[src/rtl/ycbcr2rgb_pipe.sv]
// Pipelined YCbCr-to-RGB converter: three register stages with valid/ready
// backpressure, per-pixel JFIF/BT.601 matrix select, rounding and clamping.
module ycbcr2rgb_pipe #(
    parameter int DW     = 8,
    parameter int FRAC   = 14,
    parameter int USER_W = 2
) (
    input  logic              clk,
    input  logic              rstn,
    input  logic              in_valid,
    output logic              in_ready,
    input  logic [DW-1:0]     in_y,
    input  logic [DW-1:0]     in_cb,
    input  logic [DW-1:0]     in_cr,
    input  logic              in_mode,
    input  logic [USER_W-1:0] in_user,
    output logic              out_valid,
    input  logic              out_ready,
    output logic [DW-1:0]     out_r,
    output logic [DW-1:0]     out_g,
    output logic [DW-1:0]     out_b,
    output logic [USER_W-1:0] out_user
);

    localparam int  KW    = FRAC + 3;
    localparam int  SW    = DW + 1;
    localparam int  PW    = SW + KW;
    localparam int  ACC_W = DW + FRAC + 5;
    localparam real SCALE = real'(longint'(1) << FRAC);

    // Coefficients are round(c * 2^FRAC); the largest (2.017) needs FRAC+2 magnitude bits
    localparam logic signed [KW-1:0] KY_F   = KW'($rtoi(1.0      * SCALE + 0.5));
    localparam logic signed [KW-1:0] KRCR_F = KW'($rtoi(1.402    * SCALE + 0.5));
    localparam logic signed [KW-1:0] KGCB_F = KW'($rtoi(0.344136 * SCALE + 0.5));
    localparam logic signed [KW-1:0] KGCR_F = KW'($rtoi(0.714136 * SCALE + 0.5));
    localparam logic signed [KW-1:0] KBCB_F = KW'($rtoi(1.772    * SCALE + 0.5));
    localparam logic signed [KW-1:0] KY_S   = KW'($rtoi(1.164    * SCALE + 0.5));
    localparam logic signed [KW-1:0] KRCR_S = KW'($rtoi(1.596    * SCALE + 0.5));
    localparam logic signed [KW-1:0] KGCB_S = KW'($rtoi(0.392    * SCALE + 0.5));
    localparam logic signed [KW-1:0] KGCR_S = KW'($rtoi(0.813    * SCALE + 0.5));
    localparam logic signed [KW-1:0] KBCB_S = KW'($rtoi(2.017    * SCALE + 0.5));

    localparam logic signed [SW-1:0]    C_OFF = SW'(longint'(1) << (DW - 1));
    localparam logic signed [SW-1:0]    Y_OFF = SW'(longint'(16) << (DW - 8));
    localparam logic signed [ACC_W-1:0] RND   = ACC_W'(longint'(1) << (FRAC - 1));
    localparam logic signed [ACC_W-1:0] MAXV  = ACC_W'((longint'(1) << DW) - 1);

    // Handshake: a stage loads when empty or when its successor loads
    logic v1_q, v2_q, v3_q;
    logic load1, load2, load3;

    assign load3     = !v3_q || out_ready;
    assign load2     = !v2_q || load3;
    assign load1     = !v1_q || load2;
    assign in_ready  = load1;
    assign out_valid = v3_q;

    // S1: offset removal
    logic signed [SW-1:0] yd_d, cbd_d, crd_d;
    logic signed [SW-1:0] yd1_q, cbd1_q, crd1_q;
    logic                 m1_q;
    logic [USER_W-1:0]    u1_q;

    always_comb begin
        yd_d  = $signed({1'b0, in_y}) - (in_mode ? Y_OFF : '0);
        cbd_d = $signed({1'b0, in_cb}) - C_OFF;
        crd_d = $signed({1'b0, in_cr}) - C_OFF;
    end

    always_ff @(posedge clk or negedge rstn) begin
        if (!rstn) begin
            v1_q   <= 1'b0;
            yd1_q  <= '0;
            cbd1_q <= '0;
            crd1_q <= '0;
            m1_q   <= 1'b0;
            u1_q   <= '0;
        end else if (load1) begin
            v1_q <= in_valid;
            if (in_valid) begin
                yd1_q  <= yd_d;
                cbd1_q <= cbd_d;
                crd1_q <= crd_d;
                m1_q   <= in_mode;
                u1_q   <= in_user;
            end
        end
    end

    // S2: constant multiplies, matrix chosen by the mode captured with the pixel
    logic signed [KW-1:0] ky, krcr, kgcb, kgcr, kbcb;
    logic signed [PW-1:0] py_d, prcr_d, pgcb_d, pgcr_d, pbcb_d;
    logic signed [PW-1:0] py_q, prcr_q, pgcb_q, pgcr_q, pbcb_q;
    logic [USER_W-1:0]    u2_q;

    always_comb begin
        ky     = m1_q ? KY_S   : KY_F;
        krcr   = m1_q ? KRCR_S : KRCR_F;
        kgcb   = m1_q ? KGCB_S : KGCB_F;
        kgcr   = m1_q ? KGCR_S : KGCR_F;
        kbcb   = m1_q ? KBCB_S : KBCB_F;
        py_d   = PW'(yd1_q)  * PW'(ky);
        prcr_d = PW'(crd1_q) * PW'(krcr);
        pgcb_d = PW'(cbd1_q) * PW'(kgcb);
        pgcr_d = PW'(crd1_q) * PW'(kgcr);
        pbcb_d = PW'(cbd1_q) * PW'(kbcb);
    end

    always_ff @(posedge clk or negedge rstn) begin
        if (!rstn) begin
            v2_q   <= 1'b0;
            py_q   <= '0;
            prcr_q <= '0;
            pgcb_q <= '0;
            pgcr_q <= '0;
            pbcb_q <= '0;
            u2_q   <= '0;
        end else if (load2) begin
            v2_q <= v1_q;
            if (v1_q) begin
                py_q   <= py_d;
                prcr_q <= prcr_d;
                pgcb_q <= pgcb_d;
                pgcr_q <= pgcr_d;
                pbcb_q <= pbcb_d;
                u2_q   <= u1_q;
            end
        end
    end

    // S3: sum, round half-up, clamp to [0, 2^DW-1]
    function automatic logic [DW-1:0] clamp(input logic signed [ACC_W-1:0] acc);
        logic signed [ACC_W-1:0] t;
        t = (acc + RND) >>> FRAC;
        if (t[ACC_W-1])    return '0;
        else if (t > MAXV) return '1;
        else               return t[DW-1:0];
    endfunction

    logic [DW-1:0]     r_d, g_d, b_d;
    logic [DW-1:0]     r_q, g_q, b_q;
    logic [USER_W-1:0] u3_q;

    always_comb begin
        r_d = clamp(ACC_W'(py_q) + ACC_W'(prcr_q));
        g_d = clamp(ACC_W'(py_q) - ACC_W'(pgcb_q) - ACC_W'(pgcr_q));
        b_d = clamp(ACC_W'(py_q) + ACC_W'(pbcb_q));
    end

    always_ff @(posedge clk or negedge rstn) begin
        if (!rstn) begin
            v3_q <= 1'b0;
            r_q  <= '0;
            g_q  <= '0;
            b_q  <= '0;
            u3_q <= '0;
        end else if (load3) begin
            v3_q <= v2_q;
            if (v2_q) begin
                r_q  <= r_d;
                g_q  <= g_d;
                b_q  <= b_d;
                u3_q <= u2_q;
            end
        end
    end

    assign out_r    = r_q;
    assign out_g    = g_q;
    assign out_b    = b_q;
    assign out_user = u3_q;

endmodule

[config.mk]
export PLATFORM = sky130hd
export DESIGN_NAME = ycbcr2rgb_pipe
export DESIGN_NICKNAME = d
export VERILOG_FILES = /design/src/rtl/ycbcr2rgb_pipe.sv
export SDC_FILE = /design/constraint.sdc
export NUM_CORES = 1
export LEC_CHECK = 0
export ABC_AREA = 1
export BUFFER_PORTS_ARGS = -buffer_cell sky130_fd_sc_hd__buf_2
export CORE_MARGIN = 2
export CORE_UTILIZATION = 60
export DETAILED_ROUTE_END_ITERATION = 12
export PLACE_DENSITY_LB_ADDON = 0.2
export SLEW_MARGIN = 15
export SYNTH_ARGS = -nofsm -noshare
export SYNTH_HDL_FRONTEND = slang
export SYNTH_SLANG_ARGS = --single-unit
[constraint.sdc]
create_clock -name clk -period 5.1 [get_ports clk]
set_input_delay 0.255 -clock clk [delete_from_list [all_inputs] [get_ports clk]]
set_output_delay 0.255 -clock clk [all_outputs]
set_load 0.03 [all_outputs]
==> qor.yml, run 1 <==
critPathKind: "reg -> reg"
grt_pass1_vias: 23200
netlist.area_leader.share: 0.248
synth_seq_cells: 179
drc: 0
grt_use_met2: 0.558
grt_util_met1: 0.477
cp_cell_sequence: "buf_4 -> nor2_4 -> inv_2 -> fa_1 -> fa_1 -> inv_1 -> fa_1 -> fa_1 -> fa_1 -> ha_4 -> buf_4 -> nand3_1 -> nand2_2 -> nand3_1 -> o2111ai_1 -> or2_2 -> nand3_1 -> o21ai_0"
placementRows: 77
antenna_found_initial: 3
synth_area_leader_cell: "ha_1"
finalWorstSetupSlack_ns: 0.0497
syn_inst: 3495
path_clk_slew_ns: 0.08
post-place-ws_ns: -0.0871
cts_buffer_depth: 2
grt_busiest_layer: "met2"
period_needed_ns: 5.05
crit_path_max_fanout: 6
final_cell_area_um2: 30500
max_freq_mhz: 198
synth-seq-area-share: 0.165
place.gp.congestion: 1.02
die-area_um2: 46900
via_per_inst: 5.44
root_buffer: "clkbuf_16"
start_util: 0.611
io_buffers: 58
core_um2: 44400
grt_max_degree: 82
die_x_um: 217
critical_path.top_delay_family: "adder cells"
holdWs_ns: 0.0463
crit_arrival_ns: 5.41
synth_edf_count: 0
cp.buffers_inverters: 4
setup.worst_path.start_class: "flip-flop"
grtUsageMet3: 0.0588
drt_wl_total_um: 80000
cts_buffers: 17
r2r-end: "pbcb_q[25]"
status: "complete, no violations"
rsz0062_at_grt: "true"
timing.max_cap.violations: 0
hp-class: "in -> reg"
ys_top_cells_by_area: "ha_1 25%, fa_1 18%, dfrtp_1 17%"
wire_per_inst_um: 18.6
fin_crit_sh: 0.990
grt_pass1_wl_um: 125000
r2r_start: "m1_q"
fill_cells: 3765
gr-total-overflow: 0
hold_viol_final: 0
setup_viol: 0
cp_slowest_stage_delay_ns: 0.61
slew_viol_final: 0
min_path_cells: 3
avgSynthCellArea_um2: 7.76
holdPathEnd: "u1_q[0]"
cts_max_level: 4
r2r_slack_ns: 0.05
area_growth_pct: 12.5
placed_cells: 4227
regArea_um2: 4480
ys.flop_type: "dfrtp_1"
vias: 23400
dpl.hpwl_um: 67900
synth_async_sr_flop_share: 1.00
dieHeight_um: 217
multi_input_area_um2: 20300
place_area_um2: 29000
clkLatencyLatePin_ns: 0.50
grt_util_all_layers: 0.348
stdcell_count: 4298
path_common_cell: "fa_1"
synth_warnings: 0
drt-pass1-iter-count: 5
nets: 4503
tritoncts: "yes"
drtIter0Drc: 1867
r2r_cells: 18
pin_count: 59
antenna_cells: 0
max_slew_margin: 0.487
drtAntennaViolNets: 0
cts.sinks: 179
ys_types: 46
slowest_stage: "fa_1"
netlist_area_um2: 27100
worst_pin_slew_ns: 0.770
critPathRequiredTime_ns: 5.46
drive_gt1_frac: 0.114
worstSetupEndpointType: "flip-flop"
clock_skew_ns: 0.0158
min_from: "in_user[0]"
layout make-up:
type                    instances  share of cell area
well taps                     592              0.0243
flip-flops and latches        179               0.147
multi-input cells            2535               0.665
inverters                     737              0.0911
clock buffers                  21              0.0157
clock inverters                11             0.00377
repair buffers                223              0.0532
metal layers:
layer / vias to the layer above / share of wire
met5: - / 0.00023
met4: 2 / 0.035
met3: 144 / 0.065
met2: 708 / 0.45
met1: 11200 / 0.45
li1: 11300 / -
sequential cells by signal, summed over array words and instances, names as in the netlist, 2 cells and up:
register and flops:
crd1_q 8, pbcb_q 25, py_q 25, out_user 2, cbd1_q 8, yd1_q 9, out_b 8, pgcr_q 22
u1_q 2, out_r 8, out_g 8, pgcb_q 23, prcr_q 25, u2_q 2
cells by family (layout without fill, tap and decap cells):
group / count (synthesis) / count (layout) / share of synthesized area
AOI/OAI and AO/OA: 381 / 381 / 0.0786
xor gates and xnor gates: 73 / 73 / 0.0236
adders and majority gates: 779 / 779 / 0.426
buffers and inverters: 793 / 992 / 0.110
DFF: 179 / 179 / 0.165
muxes: 1 / 1 / 0.000415
other: 2 / 14 / 0.000277
and+or+nand+nor: 1287 / 1287 / 0.196
worst max path at each step:
stage / slack [ns] / cells past startpoint / from / end
2_1_floorplan: -0.01 / 20 / m1_q / py_q[21]
3_3_place_gp: 0.003 / 18 / m1_q / py_q[17]
3_5_place_dp: -0.09 / 20 / m1_q / pgcr_q[23]
4_1_cts: 0.02 / 19 / m1_q / py_q[20]
5_1_grt: -0.16 / 20 / m1_q / prcr_q[19]
6_report: 0.05 / 18 / m1_q / pbcb_q[25]
cells in the final DEF (no fill, tap or decap), types with 23 or more instances in the layout:
cell and count:
nand3_1 108, a21oi_1 127, o21ai_0 120, nor2_1 152, buf_4 138, inv_1 723
nand2_1 884, o21ai_1 23, ha_1 512, nand4_1 25, buf_2 57, fa_1 236
a21oi_2 31, dfrtp_1 177, nand2_2 23, xor2_1 37, xnor2_1 35
worst min-delay path, cell delays in order:
cell and delay (ns):
buf_2 0.08, nand2_1 0.10, nand2_1 0.07
timing repair:
item | CTS | global route
gates resized for setup | 11 | 137
endpoints found under the hold margin | 100 | 0
buffers inserted | 2 | 15
endpoints found under the setup margin | 11 | 56
hold buffers | 22 | 0
pin swaps | 1 | 29
metrics by stage:
stage / util / TNS, ns
after floorplan: - / -0.0138
after global placement: 0.652 / 0
after detailed placement: 0.652 / -0.266
after CTS: 0.671 / 0
after global routing: 0.687 / -1.81
final: 0.687 / 0
synthesized netlist by cell type, types with 10 or more instances:
| cell type | number |
|---|---|
| nand4_1 | 25 |
| fa_1 | 242 |
| xnor2_1 | 35 |
| or2_2 | 19 |
| inv_1 | 730 |
| nor3_1 | 15 |
| a21o_1 | 14 |
| clkbuf_1 | 45 |
| o21bai_1 | 10 |
| a21oi_1 | 151 |
| ha_1 | 537 |
| xor2_1 | 38 |
| nor2_1 | 164 |
| o21ai_0 | 138 |
| nand2_1 | 899 |
| nand3_1 | 111 |
| dfrtp_1 | 179 |
| nand2_2 | 11 |
| a31oi_1 | 21 |
Power of run 1 is not shown: default switching activity piles up to over one toggle a cycle in this logic, so the estimate is an artifact.
==> inputs of run 2 (changes only) <==
- SETUP_SLACK_MARGIN: default -> 0.2
- SKIP_CTS_REPAIR_TIMING: default -> 1
==> qor.yml, run 2 (synthesized netlist as in run 1, its figures left out) <==
status: "finished, violations left"  # was complete, no violations
violations: "hold timing"
crit_path_max_fanout: 20  # was 6
die_x_um: 217  # unchanged
crit_arrival_ns: 5.30  # was 5.41 ns
gr-total-overflow: 0  # unchanged
antenna_found_initial: 2  # was 3
place.gp.congestion: 1.02  # about the same
hp-class: "in -> reg"  # unchanged
hold_viol_final: 3  # was 0
grt_busiest_layer: "met2"  # unchanged
wire_per_inst_um: 18.4  # was 18.6 um
final_cell_area_um2: 31200  # was 30500 um^2
io_buffers: 58  # unchanged
path_clk_slew_ns: 0.08  # about the same
clock_skew_ns: 0.0178  # was 0.0158 ns
core_um2: 44400  # unchanged
area_growth_pct: 14.9  # was 12.5%
pin_count: 59  # unchanged
antenna_cells: 0  # unchanged
drt-pass1-iter-count: 6  # was 5
grt_util_all_layers: 0.345  # was 0.348
grt_util_met1: 0.467  # was 0.477
start_util: 0.611  # unchanged
dpl.hpwl_um: 66800  # was 67900 um
mostFrequentLayoutCell: "nand2_1"  # unchanged
drt_wl_total_um: 79500  # was 80000 um
timing.max_cap.violations: 0  # unchanged
regArea_um2: 4480  # about the same
root_buffer: "clkbuf_16"  # unchanged
drtIter0Drc: 1798  # was 1867
cts_max_level: 4  # unchanged
via_per_inst: 5.43  # was 5.44
drtAntennaViolNets: 0  # unchanged
tritoncts: "yes"  # unchanged
multi_input_area_um2: 20700  # was 20300 um^2
place_area_um2: 29300  # was 29000 um^2
grt_use_met2: 0.543  # was 0.558
clkLatencyLatePin_ns: 0.51  # was 0.50 ns
vias: 23500  # was 23400
finalWorstSetupSlack_ns: 0.147  # was 0.0497 ns
r2r_slack_ns: 0.15  # was 0.05 ns
die-area_um2: 46900  # unchanged
layout_common_cells: "881 x nand2_1, 717 x inv_1, 501 x ha_1, 229 x fa_1, 176 x dfrtp_1"  # was 884 x nand2_1, 723 x inv_1, 512 x ha_1, 236 x fa_1, 177 x dfrtp_1
cts_buffers: 17  # unchanged
period_needed_ns: 4.95  # was 5.05 ns
top_regs: "pbcb_q: 25 flops, prcr_q: 25 flops, py_q: 25 flops"  # unchanged
drc: 0  # unchanged
holdWs_ns: -0.0281  # was 0.0463 ns
post-place-ws_ns: -0.0546  # was -0.0871 ns
fin_crit_sh: 0.971  # was 0.990
placementRows: 77  # unchanged
dieHeight_um: 217  # unchanged
rsz0062_at_grt: "true"  # unchanged
setup_tns_ns: 0  # unchanged
setup.worst_path.start_class: "flip-flop"  # unchanged
grt_pass1_vias: 23500  # was 23200
critPathKind: "reg -> reg"  # unchanged
cts_buffer_depth: 2  # unchanged
slew_viol_final: 0  # unchanged
grtUsageMet3: 0.0727  # was 0.0588
max_freq_mhz: 202  # was 198 MHz
setup_viol: 0  # unchanged
grt_pass1_wl_um: 125000  # about the same
cts.sinks: 179  # unchanged
grt_max_degree: 92  # was 82
drive_gt1_frac: 0.137  # was 0.114
worst_pin_slew_ns: 0.862  # was 0.770 ns
fill_cells: 3662  # was 3765
max_slew_margin: 0.424  # was 0.487
worstSetupEndpointType: "flip-flop"  # unchanged
utilization: 0.702  # was 0.687
critPathRequiredTime_ns: 5.45  # was 5.46 ns
nets: 4541  # was 4503
[run 2: changes by cell type in the layout (fill, tap and decap cells not counted), sizes merged]
| cell | before | now |
|---|---|---|
| dlygate4sd3 | 22 | 18 |
| buf | 200 | 241 |
| clkinvlp | 3 | 4 |
| inv | 739 | 738 |
| clkbuf | 22 | 21 |
[run 2: final cells by class]
type	count	area share
well taps	592	0.0238
clock inverters	11	0.00337
multi-input cells	2535	0.663
clock buffers	19	0.0145
repair buffers	261	0.0627
flip-flops and latches	179	0.144
inverters	737	0.0890
[run 2: layer usage]
layer | vias to the layer above | part of all wire
li1 | 11400 | -
met1 | 11200 | 0.44
met2 | 733 | 0.45
met3 | 160 | 0.070
met4 | 4 | 0.041
met5 | - | 0.00031
[run 2: worst max-delay path, stage by stage (launching register included)]
cell	delay, ns
dfrtp_2	0.50
buf_12	0.19
nor2_2	0.15
buf_6	0.16
ha_2	0.20
inv_1	0.06
fa_1	0.50
inv_1	0.04
ha_1	0.27
inv_1	0.05
fa_1	0.60
inv_1	0.08
fa_2	0.45
fa_2	0.42
nand3_1	0.11
nand3_2	0.12
nand3_1	0.12
nand3_2	0.14
nand3_1	0.10
nand3_1	0.08
or2_2	0.28
nand3_1	0.06
o21ai_0	0.09
[run 2: final timing paths]
| check | to | cells after the start | start |
|---|---|---|---|
| worst max-delay path | pgcr_q[23] | 22 | m1_q |
| worst min-delay path | cbd1_q[5] | 3 | in_cb[5] |
| worst max register to register | pgcr_q[23] | 22 | m1_q |
| worst min register to register | out_g[2] | 2 | out_g[2] |
| max in group asynchronous | py_q[4] | 3 | rstn |
| min in group asynchronous | out_r[3] | 2 | rstn |
[run 2: metrics by stage]
| stage | instances | hold WS (ns) |
|---|---|---|
| after floorplan | 3507 | -0.0406 |
| after global placement | 4262 | 0.413 |
| after detailed placement | 4262 | 0.422 |
| after CTS | 4292 | -0.128 |
| after global routing | 4334 | 0.0123 |
| final | 4334 | -0.0281 |
Power of run 2 is left out for the same reason.
